`src/rtl/pc_sequencer_pkg.sv`:
```
// Shared ISA package for the cellular-automaton core: instruction field
// types, opcode map, branch classification and the sequencer's state and
// fault encodings.
//
// Opcode map: 0-11 datapath ops, 12 JUMP, 13 CALL, 14 UNL/RET, 15 illegal.
// RET shares opcode 14 with UNL; a condition index of 15 selects RET, so
// UNL can test registers 0-14 only.
package pc_sequencer_pkg;

    typedef logic [11:0] pc_t;
    typedef logic [15:0] instruction_t;
    typedef logic [31:0] value_t;
    typedef logic [3:0]  opcode_t;
    typedef logic [3:0]  reg_idx_t;

    localparam opcode_t  OP_JUMP    = 4'hC;
    localparam opcode_t  OP_CALL    = 4'hD;
    localparam opcode_t  OP_UNL     = 4'hE;
    localparam opcode_t  OP_ILLEGAL = 4'hF;
    localparam reg_idx_t RET_SELECT = 4'hF;

    typedef enum logic [2:0] {
        S_IDLE,
        S_FETCH,
        S_WAIT,
        S_ISSUE,
        S_BRANCH,
        S_FAULT
    } seq_state_t;

    typedef logic [1:0] fault_code_t;
    localparam fault_code_t FAULT_NONE      = 2'd0;
    localparam fault_code_t FAULT_OVERFLOW  = 2'd1;
    localparam fault_code_t FAULT_UNDERFLOW = 2'd2;
    localparam fault_code_t FAULT_ILLEGAL   = 2'd3;

    typedef enum logic [2:0] {
        K_ISSUE,
        K_JUMP,
        K_CALL,
        K_RET,
        K_UNL,
        K_ILLEGAL
    } instr_kind_t;

    function automatic opcode_t opcode_of(instruction_t i);
        return i[15:12];
    endfunction

    function automatic pc_t target_of(instruction_t i);
        return i[11:0];
    endfunction

    function automatic reg_idx_t cond_of(instruction_t i);
        return i[11:8];
    endfunction

    function automatic pc_t sext_offset(instruction_t i);
        return {{4{i[7]}}, i[7:0]};
    endfunction

    // Without a call stack, CALL and RET have nowhere to go and are illegal.
    function automatic instr_kind_t classify(instruction_t i, logic stack_en);
        instr_kind_t k;
        case (opcode_of(i))
            OP_JUMP:    k = K_JUMP;
            OP_CALL:    k = stack_en ? K_CALL : K_ILLEGAL;
            OP_UNL:     k = (cond_of(i) == RET_SELECT) ? (stack_en ? K_RET : K_ILLEGAL) : K_UNL;
            OP_ILLEGAL: k = K_ILLEGAL;
            default:    k = K_ISSUE;
        endcase
        return k;
    endfunction

endpackage

```
`src/rtl/pc_sequencer_call_stack.sv`:
```
// call_stack: LIFO of return addresses for CALL/RET.
// Ports: clk, rst (async, active high), push/din, pop, top (current top
// entry, undefined when empty), full, empty.
// Overflowing push / underflowing pop are ignored; the sequencer faults
// before issuing them.
module call_stack
    import pc_sequencer_pkg::*;
#(
    parameter int unsigned DEPTH = 32
) (
    input  logic clk,
    input  logic rst,
    input  logic push,
    input  logic pop,
    input  pc_t  din,
    output pc_t  top,
    output logic full,
    output logic empty
);

    localparam int unsigned PTR_W = (DEPTH > 1) ? $clog2(DEPTH) : 1;
    localparam logic [PTR_W:0]   CNT_ONE = (PTR_W + 1)'(1);
    localparam logic [PTR_W:0]   CNT_MAX = (PTR_W + 1)'(DEPTH);
    localparam logic [PTR_W-1:0] PTR_ONE = PTR_W'(1);

    logic [PTR_W:0]   count_q;
    logic [PTR_W-1:0] top_idx;
    pc_t              mem [DEPTH];

    assign full    = (count_q == CNT_MAX);
    assign empty   = (count_q == '0);
    assign top_idx = count_q[PTR_W-1:0] - PTR_ONE;
    assign top     = mem[top_idx];

    always_ff @(posedge clk or posedge rst) begin
        if (rst) begin
            count_q <= '0;
        end else if (push && !full) begin
            count_q <= count_q + CNT_ONE;
        end else if (pop && !empty) begin
            count_q <= count_q - CNT_ONE;
        end
    end

    always_ff @(posedge clk) begin
        if (push && !full) begin
            mem[count_q[PTR_W-1:0]] <= din;
        end
    end

endmodule

```
`src/rtl/pc_sequencer.sv`:
```
// pc_sequencer: instruction fetch and control-flow sequencer. Owns the
// program counter and call stack, fetches instructions, resolves
// JUMP/CALL/RET/UNL locally and offers everything else to the datapath.
//
// Build option: PC_SEQUENCER_CALL_STACK_EN instantiates the call stack;
// without it CALL and RET fault as illegal opcodes.
//
// Ports:
//   clk, rst                      core clock, async active-high reset
//   run                           level enable for fetching
//   fetch_req/fetch_addr          one-cycle read strobe and address
//   fetch_valid/fetch_instr       returned instruction
//   issue_valid/issue_instr/issue_ready  datapath handshake
//   cond_sel/cond_value           condition register read for UNL
//   pc, fault, fault_code         status
//
// state  | meaning
// IDLE   | parked, waiting for run
// FETCH  | read strobe for pc
// WAIT   | waiting for the instruction to return
// ISSUE  | offering instruction to datapath
// BRANCH | waiting for datapath to drain, then resolving control flow
// FAULT  | terminal until reset
module pc_sequencer
    import pc_sequencer_pkg::*;
#(
    parameter int unsigned STACK_DEPTH = 32
) (
    input  logic        clk,
    input  logic        rst,
    input  logic        run,
    output logic        fetch_req,
    output logic [11:0] fetch_addr,
    input  logic        fetch_valid,
    input  logic [15:0] fetch_instr,
    output logic        issue_valid,
    output logic [15:0] issue_instr,
    input  logic        issue_ready,
    output logic [3:0]  cond_sel,
    input  logic [31:0] cond_value,
    output logic [11:0] pc,
    output logic        fault,
    output logic [1:0]  fault_code
);

`ifdef PC_SEQUENCER_CALL_STACK_EN
    localparam logic STACK_EN = 1'b1;
`else
    localparam logic STACK_EN = 1'b0;
`endif
    localparam pc_t PC_ONE = 12'd1;

    seq_state_t   state_q, state_n;
    pc_t          pc_q, pc_n;
    instruction_t instr_q, instr_n;
    fault_code_t  fault_code_q, fault_code_n;
    logic         fetch_req_q, issue_valid_q, fault_q;
    pc_t          fetch_addr_q;
    instr_kind_t  kind_latched;

`ifdef PC_SEQUENCER_CALL_STACK_EN
    logic stack_push, stack_pop, stack_full, stack_empty;
    pc_t  stack_top;

    call_stack #(
        .DEPTH (STACK_DEPTH)
    ) u_call_stack (
        .clk   (clk),
        .rst   (rst),
        .push  (stack_push),
        .pop   (stack_pop),
        .din   (pc_q + PC_ONE),
        .top   (stack_top),
        .full  (stack_full),
        .empty (stack_empty)
    );
`endif

    assign kind_latched = classify(instr_q, STACK_EN);

    always_comb begin
        state_n      = state_q;
        pc_n         = pc_q;
        instr_n      = instr_q;
        fault_code_n = fault_code_q;
`ifdef PC_SEQUENCER_CALL_STACK_EN
        stack_push   = 1'b0;
        stack_pop    = 1'b0;
`endif
        case (state_q)
            S_IDLE: begin
                if (run) state_n = S_FETCH;
            end
            S_FETCH: begin
                state_n = S_WAIT;
            end
            S_WAIT: begin
                if (fetch_valid) begin
                    instr_n = fetch_instr;
                    case (classify(fetch_instr, STACK_EN))
                        K_ISSUE: state_n = S_ISSUE;
                        K_ILLEGAL: begin
                            state_n      = S_FAULT;
                            fault_code_n = FAULT_ILLEGAL;
                        end
                        default: state_n = S_BRANCH;
                    endcase
                end
            end
            S_ISSUE: begin
                if (issue_ready) begin
                    pc_n    = pc_q + PC_ONE;
                    state_n = run ? S_FETCH : S_IDLE;
                end
            end
            S_BRANCH: begin
                // Holding here until ready guarantees earlier register
                // writes are visible through cond_value.
                if (issue_ready) begin
                    state_n = run ? S_FETCH : S_IDLE;
                    case (kind_latched)
                        K_JUMP: pc_n = target_of(instr_q);
                        K_UNL:  pc_n = (cond_value == '0) ? pc_q + sext_offset(instr_q)
                                                          : pc_q + PC_ONE;
`ifdef PC_SEQUENCER_CALL_STACK_EN
                        K_CALL: begin
                            if (stack_full) begin
                                state_n      = S_FAULT;
                                fault_code_n = FAULT_OVERFLOW;
                            end else begin
                                stack_push = 1'b1;
                                pc_n       = target_of(instr_q);
                            end
                        end
                        K_RET: begin
                            if (stack_empty) begin
                                state_n      = S_FAULT;
                                fault_code_n = FAULT_UNDERFLOW;
                            end else begin
                                stack_pop = 1'b1;
                                pc_n      = stack_top;
                            end
                        end
`endif
                        default: begin
                            state_n      = S_FAULT;
                            fault_code_n = FAULT_ILLEGAL;
                        end
                    endcase
                end
            end
            S_FAULT: begin
                state_n = S_FAULT;
            end
            default: begin
                state_n = S_IDLE;
            end
        endcase
    end

    // Outputs are registered from the next-state decode so they line up
    // with the state they belong to.
    always_ff @(posedge clk or posedge rst) begin
        if (rst) begin
            state_q       <= S_IDLE;
            pc_q          <= '0;
            instr_q       <= '0;
            fault_code_q  <= FAULT_NONE;
            fetch_req_q   <= 1'b0;
            fetch_addr_q  <= '0;
            issue_valid_q <= 1'b0;
            fault_q       <= 1'b0;
        end else begin
            state_q       <= state_n;
            pc_q          <= pc_n;
            instr_q       <= instr_n;
            fault_code_q  <= fault_code_n;
            fetch_req_q   <= (state_n == S_FETCH);
            if (state_n == S_FETCH) fetch_addr_q <= pc_n;
            issue_valid_q <= (state_n == S_ISSUE);
            fault_q       <= (state_n == S_FAULT);
        end
    end

    assign fetch_req   = fetch_req_q;
    assign fetch_addr  = fetch_addr_q;
    assign issue_valid = issue_valid_q;
    assign issue_instr = instr_q;
    assign cond_sel    = (state_q == S_BRANCH) ? cond_of(instr_q) : '0;
    assign pc          = pc_q;
    assign fault       = fault_q;
    assign fault_code  = fault_code_q;

endmodule

```
`config.mk`:
```
export PLATFORM = sky130hd
export DESIGN_NAME = pc_sequencer
export DESIGN_NICKNAME = d
export VERILOG_FILES = /design/src/rtl/pc_sequencer_pkg.sv /design/src/rtl/pc_sequencer_call_stack.sv /design/src/rtl/pc_sequencer.sv
export SDC_FILE = /design/constraint.sdc
export NUM_CORES = 1
export LEC_CHECK = 0
export CAP_MARGIN = 15
export CORE_ASPECT_RATIO = 0.7
export CORE_MARGIN = 5
export CORE_UTILIZATION = 51
export DETAILED_ROUTE_END_ITERATION = 10
export PLACE_DENSITY_LB_ADDON = 0.2
export SETUP_SLACK_MARGIN = 0.02
export SYNTH_ARGS = -nofsm -noshare
export SYNTH_HDL_FRONTEND = slang
export SYNTH_SLANG_ARGS = --single-unit
export TNS_END_PERCENT = 10
```
`constraint.sdc`:
```
create_clock -name clk -period 3.79 [get_ports clk]
set_clock_uncertainty 0.05 [all_clocks]
set_input_delay 0.9475 -clock clk [delete_from_list [all_inputs] [get_ports clk]]
set_output_delay 0.9475 -clock clk [all_outputs]
set_load 0.005 [all_outputs]
```
==> results_dict.tcl, run 1 <==
set metrics [dict create \
    synth_top_family_by_area "simple AND/OR/NAND/NOR gates" \
    internal_power_w 0.00186 \
    io_pins 102 \
    yosysTopAreaCell "dfrtp_1" \
    fmax_mhz 291 \
    p_leak_nw 1.84 \
    grt_pass1_wl_microns 16600 \
    critPathTopFamily "buffers and inverters" \
    ir_worst_vdd_mv 0.403 \
    cp-startpoint "fetch_instr[10]" \
    postCtsSetupBuffers 0 \
    worst_r2r_startpoint "issue_instr[10]$_DFFE_PP0P_" \
    cp.buffers_inverters 4 \
    cp_cell_sequence "clkdlybuf4s50_1 > nand4_1 > nand3b_1 > nor2b_1 > inv_1 > ha_1 > nand2b_1 > a21oi_1 > a311o_1 > inv_1 > nor3b_4 > buf_4 > mux2_2" \
    synthAdderAreaFrac 0.0659 \
    maxCapViolations 0 \
    synth_area_leaders "dfrtp_1, mux2_2, ha_1, nand2_1, xnor2_1" \
    cts_tree "done" \
    synth-xor-area-share 0.0472 \
    cp_data_required_time_ns 3.93 \
    avgSynthCellArea_sq_um 8.96 \
    postCtsResizedCells 0 \
    start_kind "input port" \
    cpMostUsedCell "inv_1" \
    synth_top_area_share 0.352 \
    design_area_sq_um 4550 \
    final.period_utilization 0.907 \
    synth_area_sq_um 3340 \
    drt-initial-drc-count 322 \
    dpl_cell_area_sq_um 4430 \
    grt_setup_unrepaired "false" \
    yosysWarnings 0 \
    place_congestion 0.947 \
    r2r_cells 9 \
    synth.most_common_cell "dfrtp_1" \
    tns_ns 0 \
    cpPeakStageDelay_ns 0.49 \
    synthArstFlopShare 1.00 \
    switching_share 0.435 \
    ys_seq_elements 47 \
    ys_top_cells_by_count "dfrtp_1, nand2_1, mux2_2, nor2_1, o21ai_0" \
    synth_compound_area_frac 0.190 \
    arrival_ns 3.58 \
    diodes 0 \
    mappedNetlistNets 443 \
    gr-total-overflow 0 \
    clk_pin_slew_ns 0.09 \
    vias 3442 \
    clockPowerShare 0.098 \
    grt_pass1_vias 3256 \
    final.min_clock_period_ns 3.44 \
    ys_seq_area_frac 0.352 \
    antenna_found_initial 0 \
    critPathCaptureType "register" \
    place_hpwl_microns 7850 \
    synth_ff_type "dfrtp_1" \
    crit_end "fetch_addr[3]$_DFFE_PP0N_" \
    num_rows 24 \
    drive_gt1_frac 0.110 \
    reg2reg_setup_slack_ns 0.83 \
    gr-usage-all-layers 0.248 \
    drc 0 \
    portBuffers 101 \
    drtAntennaViolNets 0 \
    p_switching_w 0.00143 \
    path_depth 13 \
    clk_path_buf_depth 2 \
    path_class "input port to register" \
    synth.mux.area_fraction 0.0936 \
    wirelength_microns 10300 \
    final_core_util 0.721 \
    cts-root-buf "clkbuf_8" \
    netlist_instances 373 \
    min_path_type "register to register" \
    first_pass_iters 5 \
    die_width_microns 107 \
    synthSimpleGateAreaFrac 0.208 \
    grt_max_degree 48 \
    layout.nets 543 \
    ctsHoldBuffers 0 \
    wl_per_cell_microns 18.6 \
    yosysUniqueCellTypes 58 \
    via_per_inst 6.24 \
    coreArea_sq_um 6310 \
    path_max_fanout 11 \
    start_util 0.530 \
    setup_viol 0 \
    tightest_slew_ns 0.663 \
    h-tree-depth 2 \
    status "finished clean" \
    cp_slowest_cell "clkdlybuf4s50_1" \
    seqPwrFrac 0.302 \
    slew_viol_final 0 \
    hold_viol 0 \
    dieArea_sq_um 8300 \
    die_height_microns 77.7 \
    clk_latency_ns 0.31 \
    numCtsBuffers 5 \
    fill_cells 487 \
    share_comb_of_total_power 0.600 \
    area_delta_synth_final_pct 36.0 \
    worstReg2RegEnd "fetch_addr[3]$_DFFE_PP0N_" \
    synth-edff-count 0 \
    slew_headroom 0.553 \
    clock-sinks 47 \
    power.density_nw_per_um2 722 \
]
power by group through the flow:
stage / logic [W] / clock network [W] / registers, W
4_1_cts: 0.00195 / 0.000329 / 0.000981
3_3_place_gp: 0.00187 / 0 / 0.000979
2_1_floorplan: 0.00118 / 0 / 0.000915
6_report: 0.00197 / 0.000323 / 0.000991
5_1_grt: 0.00212 / 0.000354 / 0.00103
3_5_place_dp: 0.00193 / 0 / 0.000987
flip-flops by register name, indices dropped and copies added (netlist names):
register and count:
issue_instr 16, state_q 3, fault_code 1, fetch_addr 12, pc 12, fetch_req 1
issue_valid 1, fault 1
through the flow:
| stage | setup slack [ns] | instances | power (W) | hold slack, ns |
|---|---|---|---|---|
| after global placement | 0.224 | 543 | 0.00285 | 0.445 |
| after global routing | 0.274 | 552 | 0.00350 | 0.497 |
| final | 0.351 | 552 | 0.00328 | 0.465 |
| after floorplan | 0.787 | 373 | 0.00210 | 0.442 |
| after CTS | 0.388 | 551 | 0.00326 | 0.471 |
| after detailed placement | 0.0679 | 543 | 0.00291 | 0.450 |
layout make-up:
cell class              count  area [sq um]  share of cell area
clock buffers               5          68.8              0.0151
clock inverters             3          22.5             0.00495
inverters                  18          67.6              0.0149
multi-input cells         291          2020               0.445
flip-flops and latches     47          1180               0.259
well taps                  78          97.6              0.0215
repair buffers            110          1090               0.240
worst register-to-register path, delay by kind of cell (launching register included):
family / cells / cell delay [ns]
buffers and inverters: 1 / 0.26
adder cells (fa/ha/maj): 1 / 0.32
flip-flops: 1 / 0.50
multiplexers: 1 / 0.35
AO/OA/AOI/OAI: 2 / 0.42
AND/OR/NAND/NOR: 4 / 0.95
how the worst min path moves through the flow:
| stage | start | to | slack [ns] | cells past startpoint |
|---|---|---|---|---|
| final | fetch_addr[3]$_DFFE_PP0N_ | fetch_addr[3]$_DFFE_PP0N_ | 0.47 | 1 |
| after global routing | fetch_addr[1]$_DFFE_PP0N_ | fetch_addr[1]$_DFFE_PP0N_ | 0.50 | 1 |
| after global placement | fetch_addr[10]$_DFFE_PP0N_ | fetch_addr[10]$_DFFE_PP0N_ | 0.45 | 1 |
| after CTS | fetch_addr[3]$_DFFE_PP0N_ | fetch_addr[3]$_DFFE_PP0N_ | 0.47 | 1 |
| after floorplan | fault_code[0]$_DFFE_PP0P_ | fault_code[0]$_DFFE_PP0P_ | 0.44 | 1 |
| after detailed placement | fetch_addr[3]$_DFFE_PP0N_ | fetch_addr[3]$_DFFE_PP0N_ | 0.45 | 1 |
cells by family after synthesis:
family | after synthesis
AO/OA/AOI/OAI | 94
XOR/XNOR | 18
adder cells (fa/ha/maj) | 17
buffers and inverters | 35
flip-flops | 47
multiplexers | 28
AND/OR/NAND/NOR | 134
placed cells by master (no fill, tap or decap), drive strengths merged, types with 5 or more instances in the layout:
master,count
mux2,26
nand3,13
clkbuf,5
o21ai,23
a21oi,17
nand4,8
and3,5
ha,16
clkdlybuf4s50,101
a31oi,6
nor2,25
nand2,39
inv,19
xnor2,13
buf,9
dfrtp,47
nor4,11
xor2,5
and2,5
layer usage:
layer / vias to the layer above / routed length, microns / global-route usage / share of wire
met5: - / 0 / 0 / 0
met4: 0 / 163 / 0.0587 / 0.016
met3: 14 / 1210 / 0.0796 / 0.12
met2: 217 / 4420 / 0.367 / 0.43
met1: 1637 / 4500 / 0.353 / 0.44
li1: 1574 / - / - / -
(Power assumes the default switching activity.)
==> run 2: changes to the inputs <==
--- a/config.mk
+++ b/config.mk
@@ -8,8 +8,9 @@
 export CAP_MARGIN = 15
 export CORE_ASPECT_RATIO = 0.7
 export CORE_MARGIN = 5
-export CORE_UTILIZATION = 51
+export CORE_UTILIZATION = 55
 export DETAILED_ROUTE_END_ITERATION = 10
+export DONT_BUFFER_PORTS = 1
 export PLACE_DENSITY_LB_ADDON = 0.2
 export SETUP_SLACK_MARGIN = 0.02
 export SYNTH_ARGS = -nofsm -noshare
==> results_dict.tcl, run 2 (synthesis gave the netlist of run 1 again) <==
set metrics [dict create \
    mostFrequentLayoutCells "dfrtp_1, nand2_1, mux2_2" \
    slew_headroom 0.372 \
    cp-startpoint "issue_instr[10]$_DFFE_PP0P_" \
    p_total_w 0.00285 \
    final.min_clock_period_ns 3.04 \
    final_cells 444 \
    clockPowerShare 0.115 \
    arrival_ns 3.19 \
    hold_depth 1 \
    drive_gt1_frac 0.130 \
    path_class "register to register" \
    fill_cells 533 \
    power.density_nw_per_um2 816 \
    ir_worst_vdd_mv 0.461 \
    first_pass_iters 7 \
    switching_share 0.478 \
    start_kind "register" \
    place_hpwl_microns 7040 \
    start_util 0.575 \
    drtAntennaViolNets 0 \
    clock-sinks 47 \
    io_pins 102 \
    worst_r2r_startpoint "issue_instr[10]$_DFFE_PP0P_" \
    grt_max_degree 48 \
    gr-total-overflow 0 \
    grt_pass1_wl_microns 14300 \
    drt-initial-drc-count 389 \
    ctsHoldBuffers 0 \
    wl_per_cell_microns 20.5 \
    critPathCaptureType "register" \
    hold_viol 0 \
    area_delta_synth_final_pct 4.49 \
    r2r_cells 9 \
    cp_data_required_time_ns 3.94 \
    grt_pass1_vias 2755 \
    hp-start "fetch_addr[3]$_DFFE_PP0N_" \
    final.period_utilization 0.802 \
    layout.nets 438 \
    status "finished clean" \
    clk_pin_slew_ns 0.10 \
    seqPwrFrac 0.364 \
    diodes 0 \
    clk_latency_ns 0.31 \
    largest_register_ffs 16 \
    gr-usage-all-layers 0.241 \
    cts-root-buf "clkbuf_8" \
    slew_viol_final 0 \
    die_width_microns 103 \
    postCtsSetupBuffers 0 \
    num_rows 23 \
    p_switching_w 0.00136 \
    internal_power_w 0.00149 \
    drc 0 \
    place_congestion 0.944 \
    tns_ns 0 \
    vias 2965 \
    path_max_fanout 13 \
    fmax_mhz 329 \
    h-tree-depth 2 \
    coreArea_sq_um 5810 \
    postCtsResizedCells 0 \
    wirelength_microns 9100 \
    cts_tree "done" \
    tightest_slew_ns 0.941 \
    layout_commonest_cell "dfrtp_1" \
    numCtsBuffers 5 \
    die_height_microns 75.2 \
    clk_path_buf_depth 2 \
    portBuffers 0 \
    min_path_type "register to register" \
    grt_setup_unrepaired "false" \
    maxCapViolations 0 \
    antenna_found_initial 0 \
    p_leak_nw 1.43 \
    share_comb_of_total_power 0.521 \
    dieArea_sq_um 7760 \
    via_per_inst 6.68 \
    setup_viol 0 \
    placedCellCount 436 \
]
## run 2: cell count changes in the layout (fill, tap and decap cells not counted), sizes merged
| cell | change |
|---|---|
| buf | -4 |
| clkdlybuf4s50 | -101 |
| clkinv | -2 |
| clkinvlp | +1 |
| inv | +1 |
## run 2: per-layer routing
metal,track usage,vias to the layer above,wire length (microns)
met5,0,-,0
met4,0.0546,0,101
met3,0.0991,13,1380
met2,0.319,205,3500
met1,0.362,1376,4120
li1,-,1371,-
## run 2: critical path, stage by stage (launching register included)
cell and delay, ns:
dfrtp_1 0.52, nand4_1 0.14, a31oi_1 0.24, ha_1 0.31
nand2b_1 0.35, nor2_1 0.16, o22ai_1 0.17, nor3b_4 0.34
buf_4 0.27, mux2_2 0.36
## run 2: final timing paths
| path | endpoint | slack (ns) |
|---|---|---|
| min reg2reg | fetch_addr[3]$_DFFE_PP0N_ | 0.50 |
| max | fetch_addr[1]$_DFFE_PP0N_ | 0.75 |
| min in group asynchronous | issue_instr[10]$_DFFE_PP0P_ | 0.66 |
| min | fetch_addr[3]$_DFFE_PP0N_ | 0.50 |
| max in group asynchronous | fetch_addr[10]$_DFFE_PP0N_ | 2.44 |
| max reg2reg | fetch_addr[1]$_DFFE_PP0N_ | 0.75 |
## run 2: area by class of cell
| type | count | area, sq um | area share |
|---|---|---|---|
| Sequential cell | 47 | 1180 | 0.337 |
| Clock inverter | 3 | 27.5 | 0.00788 |
| Clock buffer | 5 | 68.8 | 0.0197 |
| Timing Repair Buffer | 5 | 37.5 | 0.0107 |
| Multi-Input combinational cell | 291 | 2020 | 0.579 |
| Inverter | 18 | 67.6 | 0.0193 |
| Tap cell | 75 | 93.8 | 0.0269 |
## run 2: per-stage QoR
step | hold slack (ns) | util | worst slack, ns | instance area, sq um
floorplan | 0.442 | - | 0.787 | 3340
global placement | 0.483 | 0.584 | 0.638 | 3400
finish | 0.504 | 0.601 | 0.750 | 3490
detailed placement | 0.487 | 0.584 | 0.566 | 3400
CTS | 0.508 | 0.601 | 0.765 | 3490
global route | 0.519 | 0.601 | 0.529 | 3490
## run 2: power by group through the flow
stage | combinational [W] | sequential, W | clock, W
CTS | 0.00146 | 0.00104 | 0.000334
global route | 0.00163 | 0.00108 | 0.000356
global placement | 0.00142 | 0.00104 | 0
detailed placement | 0.00144 | 0.00105 | 0
floorplan | 0.00118 | 0.000915 | 0
finish | 0.00149 | 0.00104 | 0.000326
==> run 3: changes to the inputs <==
==> constraint.sdc (replaced) <==
create_clock -name clk -period 3 [get_ports clk]
set_clock_uncertainty 0.05 [all_clocks]
set_input_delay 0.75 -clock clk [delete_from_list [all_inputs] [get_ports clk]]
set_output_delay 0.75 -clock clk [all_outputs]
set_load 0.005 [all_outputs]
==> results_dict.tcl, run 3 (synthesis gave the netlist of run 1 again) <==
set metrics [dict create \
    internal_power_w 0.00193 \
    r2r_cells 9 \
    p_leak_nw 1.48 \
    first_pass_iters 4 \
    cp_cell_sequence "nand2_1 > or2_2 > inv_1 > ha_1 > o221ai_1 > a21boi_0 > a211oi_1 > o21ai_0 > mux2_2" \
    path_depth 9 \
    io_pins 102 \
    cp.buffers_inverters 1 \
    fmax_mhz 369 \
    clock-sinks 47 \
    seqPwrFrac 0.357 \
    mostFrequentLayoutCells "dfrtp_1, nand2_1, mux2_2" \
    p_switching_w 0.00173 \
    diodes 0 \
    drt-initial-drc-count 319 \
    slew_headroom 0.543 \
    status "finished clean" \
    drive_gt1_frac 0.155 \
    antenna_found_initial 0 \
    die_width_microns 103 \
    switching_share 0.473 \
    place_congestion 0.956 \
    grt_max_degree 26 \
    maxCapViolations 0 \
    cp_data_required_time_ns 3.19 \
    h-tree-depth 2 \
    arrival_ns 2.90 \
    hold_viol 0 \
    start_util 0.575 \
    tns_ns 0 \
    tightest_slew_ns 0.679 \
    drtAntennaViolNets 0 \
    gr-total-overflow 0 \
    dieArea_sq_um 7760 \
    cp_slowest_cell "ha_1" \
    numCtsBuffers 5 \
    ir_worst_vdd_mv 0.598 \
    wirelength_microns 9580 \
    layout.nets 449 \
    fill_cells 510 \
    clk_pin_slew_ns 0.10 \
    cpPeakStageDelay_ns 0.56 \
    share_comb_of_total_power 0.537 \
    portBuffers 0 \
    dpl_cell_area_sq_um 3480 \
    grt_setup_unrepaired "false" \
    largest_register_ffs 16 \
    cts_tree "done" \
    critPathCaptureType "register" \
    drc 0 \
    power.density_nw_per_um2 1030 \
    cts-root-buf "clkbuf_8" \
    layout_commonest_cell "dfrtp_1" \
    via_per_inst 6.57 \
    num_rows 23 \
    critPathTopFamily "compound AO/OA/AOI/OAI gates" \
    vias 2988 \
    p_total_w 0.00367 \
    min_path_type "input port to async pin" \
    clk_latency_ns 0.31 \
    wl_per_cell_microns 21.0 \
    clockPowerShare 0.106 \
    path_max_fanout 17 \
    place_hpwl_microns 7500 \
    setup_viol 0 \
    coreArea_sq_um 5810 \
    clk_path_buf_depth 2 \
    design_area_sq_um 3570 \
    die_height_microns 75.2 \
    path_class "register to register" \
    final.period_utilization 0.904 \
    final.min_clock_period_ns 2.71 \
    start_kind "register" \
    gr-usage-all-layers 0.252 \
    slew_viol_final 0 \
    grt_pass1_wl_microns 14900 \
    grt_pass1_vias 2809 \
    area_delta_synth_final_pct 6.85 \
    postCtsSetupBuffers 0 \
]
-- run 3: cell types whose count changed in the layout (fill, tap and decap cells not counted) --
cell | before | now
buf_4 | 5 | 16
clkbuf_1 | 0 | 1
a21oi_2 | 0 | 1
a21oi_1 | 17 | 16
inv_8 | 1 | 0
-- run 3: layer usage --
layer / wire (microns) / global-route usage / share of wire
met5: 0 / 0 / 0
met4: 61 / 0.0374 / 0.0064
met3: 1270 / 0.0898 / 0.13
met2: 3890 / 0.356 / 0.41
met1: 4360 / 0.380 / 0.46
-- run 3: final timing paths --
check | startpoint | to | slack [ns]
worst max-delay path | issue_instr[15]$_DFFE_PP0P_ | fetch_addr[7]$_DFFE_PP0N_ | 0.29
worst min-delay path | rst | fetch_addr[11]$_DFFE_PP0N_ | 0.28
worst max register to register | issue_instr[15]$_DFFE_PP0P_ | fetch_addr[7]$_DFFE_PP0N_ | 0.29
worst min register to register | fetch_addr[7]$_DFFE_PP0N_ | fetch_addr[7]$_DFFE_PP0N_ | 0.51
max in group asynchronous | rst | issue_instr[3]$_DFFE_PP0P_ | 1.90
min in group clk | fetch_addr[7]$_DFFE_PP0N_ | fetch_addr[7]$_DFFE_PP0N_ | 0.51
-- run 3: stage by stage --
stage,util,hold WS [ns],cells,worst slack (ns)
5_1_grt,0.615,0.307,455,0.125
4_1_cts,0.614,0.296,455,0.229
3_3_place_gp,0.599,0.481,447,0.198
3_5_place_dp,0.599,0.481,447,0.0979
2_1_floorplan,-,0.442,373,0.194
6_report,0.615,0.283,455,0.289
-- run 3: cell type report --
type                            count  area (sq um)  share of cell area
Multi-Input combinational cell    291          2030               0.567
Sequential cell                    47          1180               0.329
Clock inverter                      2          16.3             0.00455
Clock buffer                        6          72.6              0.0203
Inverter                           18          67.6              0.0189
Timing Repair Buffer               16           120              0.0336
Tap cell                           75          93.8              0.0263
-- run 3: power by group through the flow --
stage / combinational (W) / clock (W) / sequential (W)
3_3_place_gp: 0.00187 / 0 / 0.00131
2_1_floorplan: 0.00149 / 0 / 0.00116
6_report: 0.00197 / 0.000389 / 0.00131
3_5_place_dp: 0.00191 / 0 / 0.00132
5_1_grt: 0.00216 / 0.000428 / 0.00136
4_1_cts: 0.00193 / 0.000401 / 0.00131
-- run 3: repair_timing --
item / CTS / global route
hold buffers: 0 / 0
gates resized for setup: 0 / 1
setup endpoints to repair: 0 / 2
